==> src/rtl/mem_initiator.sv <==
// -----------------------------------------------------------------------------
// mem_initiator
//   Bus initiator for a register-file memory port. Access commands arrive on a
//   valid/ready stream and are buffered in a small first-word-fall-through FIFO.
//   They are then issued one at a time as single-cycle accesses on the mem_*
//   port. Every access returns one response holding the read data and the
//   error flag.
//
//   Optional feature (macro MEM_INITIATOR_RDBACK_EN):
//     A write that completes without error is followed by one readback cycle
//     (VERIFY). The response then carries the readback data, the error flag
//     of the VERIFY cycle, and a mismatch flag (readback != written data).
//     Without the macro there is no VERIFY state and rsp_mism_o is tied to 0.
//
//   Ports:
//     main_clk_i / main_rst_an_i : clock, async reset (active HIGH despite name)
//     cmd_*                      : command stream in (addr, wena, wdata)
//     rsp_*                      : response stream out (rdata, err, mism)
//     mem_*                      : single-cycle register-file bus
//     busy_o                     : work queued, in progress or undelivered
//     err_clr_i / err_cnt_o      : saturating bus-error counter and its clear
// -----------------------------------------------------------------------------
module mem_initiator #(
   parameter int ADDR_W     = 13,
   parameter int DATA_W     = 32,
   parameter int FIFO_DEPTH = 4
) (
   input  logic              main_clk_i,
   input  logic              main_rst_an_i,
   input  logic              cmd_valid_i,
   output logic              cmd_ready_o,
   input  logic [ADDR_W-1:0] cmd_addr_i,
   input  logic              cmd_wena_i,
   input  logic [DATA_W-1:0] cmd_wdata_i,
   output logic              rsp_valid_o,
   input  logic              rsp_ready_i,
   output logic [DATA_W-1:0] rsp_rdata_o,
   output logic              rsp_err_o,
   output logic              rsp_mism_o,
   output logic              mem_ena_o,
   output logic [ADDR_W-1:0] mem_addr_o,
   output logic              mem_wena_o,
   output logic [DATA_W-1:0] mem_wdata_o,
   input  logic [DATA_W-1:0] mem_rdata_i,
   input  logic              mem_err_i,
   output logic              busy_o,
   input  logic              err_clr_i,
   output logic [7:0]        err_cnt_o
);

   localparam int PTR_W = $clog2(FIFO_DEPTH);

   typedef struct packed {
      logic [ADDR_W-1:0] addr;
      logic              wena;
      logic [DATA_W-1:0] wdata;
   } cmd_t;

`ifdef MEM_INITIATOR_RDBACK_EN
   typedef enum logic [1:0] {IDLE = 2'd0, ACCESS = 2'd1, VERIFY = 2'd2} state_t;
`else
   typedef enum logic [1:0] {IDLE = 2'd0, ACCESS = 2'd1} state_t;
`endif

   // ---------------------------------------------------------------------------
   // Command FIFO. Pointers carry one extra wrap bit to tell full from empty.
   // ---------------------------------------------------------------------------
   cmd_t             fifo_mem [FIFO_DEPTH];
   logic [PTR_W:0]   wr_ptr_q, rd_ptr_q;
   logic             fifo_empty, fifo_full;
   logic             push, pop;
   logic             rdy_en_q;
   cmd_t             head;

   assign fifo_empty = (wr_ptr_q == rd_ptr_q);
   assign fifo_full  = (wr_ptr_q[PTR_W] != rd_ptr_q[PTR_W]) &&
                       (wr_ptr_q[PTR_W-1:0] == rd_ptr_q[PTR_W-1:0]);
   // rdy_en_q keeps cmd_ready_o low while reset is asserted; it never looks at
   // cmd_valid_i, so there is no combinational valid->ready path.
   assign cmd_ready_o = rdy_en_q && !fifo_full;
   assign push        = cmd_valid_i && cmd_ready_o;
   assign head        = fifo_mem[rd_ptr_q[PTR_W-1:0]];

   always_ff @(posedge main_clk_i) begin
      if (push) fifo_mem[wr_ptr_q[PTR_W-1:0]] <= '{addr: cmd_addr_i, wena: cmd_wena_i, wdata: cmd_wdata_i};
   end

   always_ff @(posedge main_clk_i or posedge main_rst_an_i) begin
      if (main_rst_an_i) begin
         wr_ptr_q <= '0;
         rd_ptr_q <= '0;
         rdy_en_q <= 1'b0;
      end else begin
         rdy_en_q <= 1'b1;
         if (push) wr_ptr_q <= wr_ptr_q + 1'b1;
         if (pop)  rd_ptr_q <= rd_ptr_q + 1'b1;
      end
   end

   // ---------------------------------------------------------------------------
   // Access FSM and registered bus outputs
   // ---------------------------------------------------------------------------
   state_t            state_q, state_d;
   logic              mem_ena_q, mem_ena_d;
   logic [ADDR_W-1:0] mem_addr_q, mem_addr_d;
   logic              mem_wena_q, mem_wena_d;
   logic [DATA_W-1:0] mem_wdata_q, mem_wdata_d;

   logic              rsp_valid_q;
   logic [DATA_W-1:0] rsp_rdata_q;
   logic              rsp_err_q;
   logic              rsp_mism_q;

   logic              rsp_cap;
   logic [DATA_W-1:0] cap_rdata;
   logic              cap_err;
   logic              cap_mism;
   logic              acc_cycle;

`ifdef MEM_INITIATOR_RDBACK_EN
   // mem_wdata_o is cleared during VERIFY, so keep the written word for compare
   logic [DATA_W-1:0] wsav_q;

   always_ff @(posedge main_clk_i or posedge main_rst_an_i) begin
      if (main_rst_an_i)                   wsav_q <= '0;
      else if (state_q == ACCESS)          wsav_q <= mem_wdata_q;
   end
`endif

   always_comb begin
      state_d     = state_q;
      pop         = 1'b0;
      mem_ena_d   = mem_ena_q;
      mem_addr_d  = mem_addr_q;
      mem_wena_d  = mem_wena_q;
      mem_wdata_d = mem_wdata_q;
      rsp_cap     = 1'b0;
      cap_rdata   = '0;
      cap_err     = 1'b0;
      cap_mism    = 1'b0;
      case (state_q)
         IDLE: begin
            // Only start when the response slot will be free by the time the
            // access completes; otherwise the bus stays idle and the command
            // waits in the FIFO.
            if (!fifo_empty && (!rsp_valid_q || rsp_ready_i)) begin
               pop         = 1'b1;
               state_d     = ACCESS;
               mem_ena_d   = 1'b1;
               mem_addr_d  = head.addr;
               mem_wena_d  = head.wena;
               mem_wdata_d = head.wdata;
            end
         end
         ACCESS: begin
            state_d     = IDLE;
            mem_ena_d   = 1'b0;
            mem_wena_d  = 1'b0;
            mem_wdata_d = '0;
            rsp_cap     = 1'b1;
            cap_rdata   = mem_wena_q ? '0 : mem_rdata_i;
            cap_err     = mem_err_i;
`ifdef MEM_INITIATOR_RDBACK_EN
            // Clean write: read the same address back before responding.
            if (mem_wena_q && !mem_err_i) begin
               state_d   = VERIFY;
               mem_ena_d = 1'b1;
               rsp_cap   = 1'b0;
            end
`endif
         end
`ifdef MEM_INITIATOR_RDBACK_EN
         VERIFY: begin
            state_d   = IDLE;
            mem_ena_d = 1'b0;
            rsp_cap   = 1'b1;
            cap_rdata = mem_rdata_i;
            cap_err   = mem_err_i;
            cap_mism  = (mem_rdata_i != wsav_q);
         end
`endif
         default: state_d = IDLE;
      endcase
   end

   always_ff @(posedge main_clk_i or posedge main_rst_an_i) begin
      if (main_rst_an_i) begin
         state_q     <= IDLE;
         mem_ena_q   <= 1'b0;
         mem_addr_q  <= '0;
         mem_wena_q  <= 1'b0;
         mem_wdata_q <= '0;
      end else begin
         state_q     <= state_d;
         mem_ena_q   <= mem_ena_d;
         mem_addr_q  <= mem_addr_d;
         mem_wena_q  <= mem_wena_d;
         mem_wdata_q <= mem_wdata_d;
      end
   end

   // ---------------------------------------------------------------------------
   // Response slot. A capture only happens when the slot was freed on the way
   // into ACCESS, so it never overwrites an undelivered response.
   // ---------------------------------------------------------------------------
   always_ff @(posedge main_clk_i or posedge main_rst_an_i) begin
      if (main_rst_an_i) begin
         rsp_valid_q <= 1'b0;
         rsp_rdata_q <= '0;
         rsp_err_q   <= 1'b0;
         rsp_mism_q  <= 1'b0;
      end else if (rsp_cap) begin
         rsp_valid_q <= 1'b1;
         rsp_rdata_q <= cap_rdata;
         rsp_err_q   <= cap_err;
         rsp_mism_q  <= cap_mism;
      end else if (rsp_ready_i) begin
         rsp_valid_q <= 1'b0;
      end
   end

   // ---------------------------------------------------------------------------
   // Saturating bus-error counter; clear has priority over increment.
   // ---------------------------------------------------------------------------
   logic [7:0] err_cnt_q;

`ifdef MEM_INITIATOR_RDBACK_EN
   assign acc_cycle = (state_q == ACCESS) || (state_q == VERIFY);
`else
   assign acc_cycle = (state_q == ACCESS);
`endif

   always_ff @(posedge main_clk_i or posedge main_rst_an_i) begin
      if (main_rst_an_i)                                    err_cnt_q <= '0;
      else if (err_clr_i)                                   err_cnt_q <= '0;
      else if (acc_cycle && mem_err_i && err_cnt_q != 8'hFF) err_cnt_q <= err_cnt_q + 8'd1;
   end

   // ---------------------------------------------------------------------------
   // Outputs
   // ---------------------------------------------------------------------------
   assign mem_ena_o   = mem_ena_q;
   assign mem_addr_o  = mem_addr_q;
   assign mem_wena_o  = mem_wena_q;
   assign mem_wdata_o = mem_wdata_q;
   assign rsp_valid_o = rsp_valid_q;
   assign rsp_rdata_o = rsp_rdata_q;
   assign rsp_err_o   = rsp_err_q;
`ifdef MEM_INITIATOR_RDBACK_EN
   assign rsp_mism_o  = rsp_mism_q;
`else
   assign rsp_mism_o  = 1'b0;
`endif
   assign err_cnt_o   = err_cnt_q;
   assign busy_o      = !fifo_empty || (state_q != IDLE) || rsp_valid_q;

endmodule

==> config.mk <==
export PLATFORM = sky130hd
export DESIGN_NAME = mem_initiator
export DESIGN_NICKNAME = d
export VERILOG_FILES = /design/src/rtl/mem_initiator.sv
export SDC_FILE = /design/constraint.sdc
export NUM_CORES = 1
export LEC_CHECK = 0
export BUFFER_PORTS_ARGS = -buffer_cell sky130_fd_sc_hd__buf_2
export CAP_MARGIN = 10
export CORE_MARGIN = 2
export CORE_UTILIZATION = 33
export CTS_BUF_LIST = sky130_fd_sc_hd__clkbuf_16
export CTS_CLUSTER_SIZE = 40
export DETAILED_ROUTE_END_ITERATION = 10
export PLACE_DENSITY = 0.52
export SLEW_MARGIN = 10
export SYNTH_ARGS = -nofsm -noshare
export SYNTH_HDL_FRONTEND = slang
export SYNTH_SLANG_ARGS = --single-unit
export TNS_END_PERCENT = 50
==> constraint.sdc <==
create_clock -name main_clk_i -period 4.74 [get_ports main_clk_i]
set_input_delay 1.422 -clock main_clk_i [delete_from_list [all_inputs] [get_ports main_clk_i]]
set_output_delay 1.422 -clock main_clk_i [all_outputs]
set_load 0.02 [all_outputs]
Yosys cells after proc, flatten, opt, wreduce, memory -nomap -nowiden --
Memories as Yosys holds them, arrays and structs flattened. Index checks and enable logic that the tools add are counted.
Operators by class: $add $sub $neg 3, eq/ne operators 6, mux-type cells 20, reduce and logical (&&, ||, !) cells 19
Operators with widths (number):
- $mux W32 | 3
- $pmux W32 S2 | 1
- $mux W8 | 2
- $mux W1 | 10
- $add A8 B1 Y8 const B | 1
- $ne A8 B8 Y1 const B | 1
- $reduce_bool A2 Y1 | 4
- $add A3 B1 Y3 const B | 2
- $logic_and A1 B1 Y1 | 6
- $mux W2 | 2
- $pmux W1 S2 | 2
- $reduce_and A2 Y1 | 2
- $eq A3 B3 Y1 | 1
- $logic_not A1 Y1 | 3
- $logic_or A1 B1 Y1 | 3
- $eq A2 B1 Y1 const B | 1
- $eq A2 B2 Y1 | 1
- $logic_not A2 Y1 | 1
- $ne A2 B2 Y1 const B | 1
- $ne A1 B1 Y1 | 1
Word-level totals: register bits 98, RAM bits 184, bits of input ports 84, output and inout port bits 92, word-level logic and storage cells 61, memories kept 1
Memory list:
- fifo_mem | depth 4, bits a word 46, rd ports 1, clocked after Yosys merged registers in 0, wr ports 1, RTL line 68 | cmd_t fifo_mem [FIFO_DEPTH];

Longest topological paths before layout --
word-level depth 7, depth in mapped cells 6, depth with buffers taken out 5

Least setup slack after synthesis --
OpenSTA, ideal clock, no wires.
path kind in2reg, start point input cmd_valid_i, end point memory fifo_mem[3][0] (netlist bit), enable pin, setup time 0.410 ns, arrival 2.991 ns, data required time 4.330 ns, setup slack 1.339 ns, cell stages on the path 3, path buffers 0, cell sequence nand2_1 > a31oi_1 > and2_1
Between the ends: cells in the longest elaborated chain, start to end 3
RTL lines:
- start: declaration | RTL line 30 | input logic cmd_valid_i,
- $logic_and A1 B1 Y1 | RTL line 81 | assign push = cmd_valid_i && cmd_ready_o;
- $mux W1 | RTL line 85 | if (push) fifo_mem[wr_ptr_q[PTR_W-1:0]] <= '{addr: cmd_addr_i, wena: cmd_wena_i, wdata: cmd_wdata_i};
- $mux W1 (not written as such) | RTL line 85
- end: declaration | RTL line 68
No other way between the ends.

Worst setup path after layout --
start point register rd_ptr_q[0], end point output busy_o
Between the ends: cells in the longest elaborated chain, start to end 4
RTL lines:
- start: declaration | RTL line 69 | logic [PTR_W:0] wr_ptr_q, rd_ptr_q;
- start signal: assignment | RTL line 96 | if (pop) rd_ptr_q <= rd_ptr_q + 1'b1;
- $eq A3 B3 Y1 | RTL line 75 | assign fifo_empty = (wr_ptr_q == rd_ptr_q);
- $logic_not A1 Y1 | RTL line 255 | assign busy_o = !fifo_empty || (state_q != IDLE) || rsp_valid_q;
- $logic_or A1 B1 Y1 (2 in a row) | RTL line 255
- end: declaration | RTL line 46 | output logic busy_o,
No other way between the ends.

==> metrics <==
Detailed Route Iter0 Violations 312; DRC Markers 0; Hold Crit Class reg2reg; Core ar. between 30000 and 40000 µm²; area share of the largest cell type after synthesis 0.5214; gr usage total 0.1389; sequential share of the synthesized area 0.7481; wire per inst ~19 µm; I/O Buffers 174; Clock Sink Count 280; most frequent cells in the layout edfxtp_1, buf_2, dfrtp_1; endpoints failing setup 0; Hold-fix buffers, CTS 0; P&R area growth vs syn 23.29%; vias in the first global route between 6000 and 7000; Setup Fix Bufs, Post-CTS 0; Crit Reg-Reg Endpoint fifo_mem[1][11]; hold-critical path endpoint mem_addr_o[7]; Syn. warnings 0; first-pass GRT wire length approximately 36000 µm; Final Util 0.4141; Critical Path End Type output pin; FMAX about 0.27 GHz; Async SR Flop Fraction 0.3429; Die Area between 30000 and 40000 µm²; WHS roughly 0.51 ns; Max-slew headroom 0.3619; gr ovfl total 0; critical path required time between 3 and 4 ns; GRT Max-Usage Layer met2; CTS buffer count 31; power per cell area 664.1 nW/µm²; CTS tree done; Synth Flop Type edfxtp_1; static leakage 5.286 nW; VDD IR max 0.3165 mV; Worst setup SP type register; Register Area roughly 7900 µm²; Final ANT Viol Nets 0; Clock Path Buffers 3; Max Cap Viol 0; DIE HEIGHT between 150 and 200 µm; placed insts approximately 1200; Crit-path slowest cell dfrtp_4; outcome finished, final reports clean; Fin Clk Skew between 0.01 and 0.015 ns; CP Cell Sequence xnor2_1 -> nand2_1 -> or4_1 -> buf_2; R2R cell count 4; Final HPWL DP approximately 15000 µm; fill cell count around 2900; M2 GR Usage 0.2273; Routed WL roughly 23000 µm; CP Class reg2out; largest net degree at the start of global routing 62; I/O pin total 176; final worst path period need about 3.8 ns; Final period util 0.7920; post-synthesis cell count 600; Synth cell types 34; Vias/cell between 4 and 5; CP Buf/Inv Count 1; Setup TNS Final 0 ns; Mapped Avg Cell Area roughly 18 µm²; Syn Std Cell Area about 11000 µm²; commonest non-fill, non-tap cell in the layout edfxtp_1; Initial Utilization 0.3358; Worst-path clk slew 0.06 ns; First-pass DRT Iterations 4; hold path startpoint mem_addr_o[7]; nets between 800 and 900; CP arrival about 2.3 ns; synthesized flop and latch total 280; multi-input combinational cell area between 2000 and 2500 µm²; r2r startpoint rd_ptr_q[0]; Overall Power ~8.7 mW; Slew @ Worst Pin 0.9571 ns; r2r setup slk approximately 2.1 ns; worst hold path depth 1; cell taking the most area after synthesis edfxtp_1; CP delay by family, top flip-flops; Post-synth EDFFs approximately 180; row count 65; syn nets 690; CTS Root Cell clkbuf_16; RSZ-0062 raised after global routing false; post_cts resized 0; Max stage delay on crit path 0.56 ns; met1 Usage GRT 0.1831; met3 usage 0.03713; Final Hold Fails 0; Non-Filler Instances approximately 1200; Synth area leaders edfxtp_1, dfrtp_1, mux4_2, mux2i_1, o21ai_0; die width between 150 and 200 µm; vias roughly 5700; H-tree levels 1; clk_lat worst skew between 0.5 and 0.6 ns; initial antenna violation count 6; crit-path max FO 9; fraction of layout cells with a size suffix above 1 0.3810; fin. max-slew vios 0; GPL Wtd Cong around 0.7
[report_power, final]
| part | switching, mW | internal [mW] | total, mW |
|---|---|---|---|
| combinational | 1.62 | 1.16 | 2.79 |
| sequential | 0.290 | 3.17 | 3.46 |
| clock | 0.964 | 1.46 | 2.43 |
| total | 2.88 | 5.80 | 8.68 |
[how the worst max path moves through the flow]
stage	slack [ns]	startpoint	end	depth (start not counted)
final	0.99	rd_ptr_q[0]	busy_o	4
after global routing	0.85	rd_ptr_q[0]	busy_o	4
after CTS	0.92	rd_ptr_q[0]	busy_o	4
after detailed placement	1.39	cmd_valid_i	fifo_mem[1][8]	5
after global placement	1.45	cmd_valid_i	fifo_mem[1][8]	5
after floorplan	0.81	main_rst_an_i	err_cnt_o[0]	1
[worst reg2reg max path, delay by kind of cell, from the launching register on]
| kind | cells | cell delay [ns] |
|---|---|---|
| and+or+nand+nor | 1 | 0.65 |
| DFF | 1 | 0.56 |
| AOI/OAI and AO/OA | 1 | 0.46 |
| xor gates and xnor gates | 1 | 0.27 |
| buffers and inverters | 1 | 0.37 |
[flip-flops by register name, indices dropped and copies added (netlist names)]
signal and flops:
mem_addr_o 13, rsp_err_o 1, mem_wdata_o 32, rd_ptr_q 3
rdy_en_q 1, wr_ptr_q 3, err_cnt_o 8, mem_wena_o 1
rsp_rdata_o 32, fifo_mem 184, rsp_valid_o 1, mem_ena_o 1
[cells by family (layout without fill, tap and decap cells)]
logic type / Yosys count / count (layout) / share of synthesized area
AO/OA/AOI/OAI: 46 / 46 / 0.02597
adder cells (fa/ha/maj): 6 / 6 / 0.007084
multiplexers: 95 / 95 / 0.1458
buffers and inverters: 65 / 284 / 0.02491
flip-flops: 280 / 280 / 0.7481
AND/OR/NAND/NOR: 95 / 95 / 0.03837
other: 2 / 5 / 0.0007086
XOR/XNOR: 11 / 11 / 0.009091
[metrics by stage]
step / worst slack (ns) / instance area [µm²]
floorplan: 0.8126 / 10600
global placement: 1.446 / 12000
detailed placement: 1.392 / 12000
CTS: 0.9237 / 13050
global route: 0.8472 / 13060
finish: 0.9861 / 13070
[cells in the mapped netlist, types with 2 or more instances]
cell type	instances
inv_1	37
edfxtp_1	184
xnor2_1	5
mux2i_1	34
a31oi_1	4
clkbuf_1	17
o211ai_1	2
nand2_1	38
xor2_1	6
dfrtp_1	96
mux4_2	46
nor2b_1	4
conb_1	2
mux2_2	15
buf_4	3
o21ai_0	35
nor2_1	39
buf_2	7
or4_1	2
and2_1	4
and3_1	2
ha_1	6
[area by class of cell]
class	count	share of cell area
multi-input cells	255	0.1854
well taps	402	0.03849
diodes	3	0.0005745
flip-flops and latches	280	0.6072
repair buffers	189	0.07747
clock inverters	27	0.02068
clock buffers	31	0.05937
inverters	37	0.01082
[metal layers]
metal / routed length [µm] / share of wire / vias up
li1: - / - / 2627
met1: 10110 / 0.44 / 2847
met2: 10810 / 0.47 / 201
met3: 1597 / 0.069 / 40
met4: 613 / 0.026 / 6
met5: 48 / 0.0021 / -
Note: power is estimated with default switching activity, not from simulation.
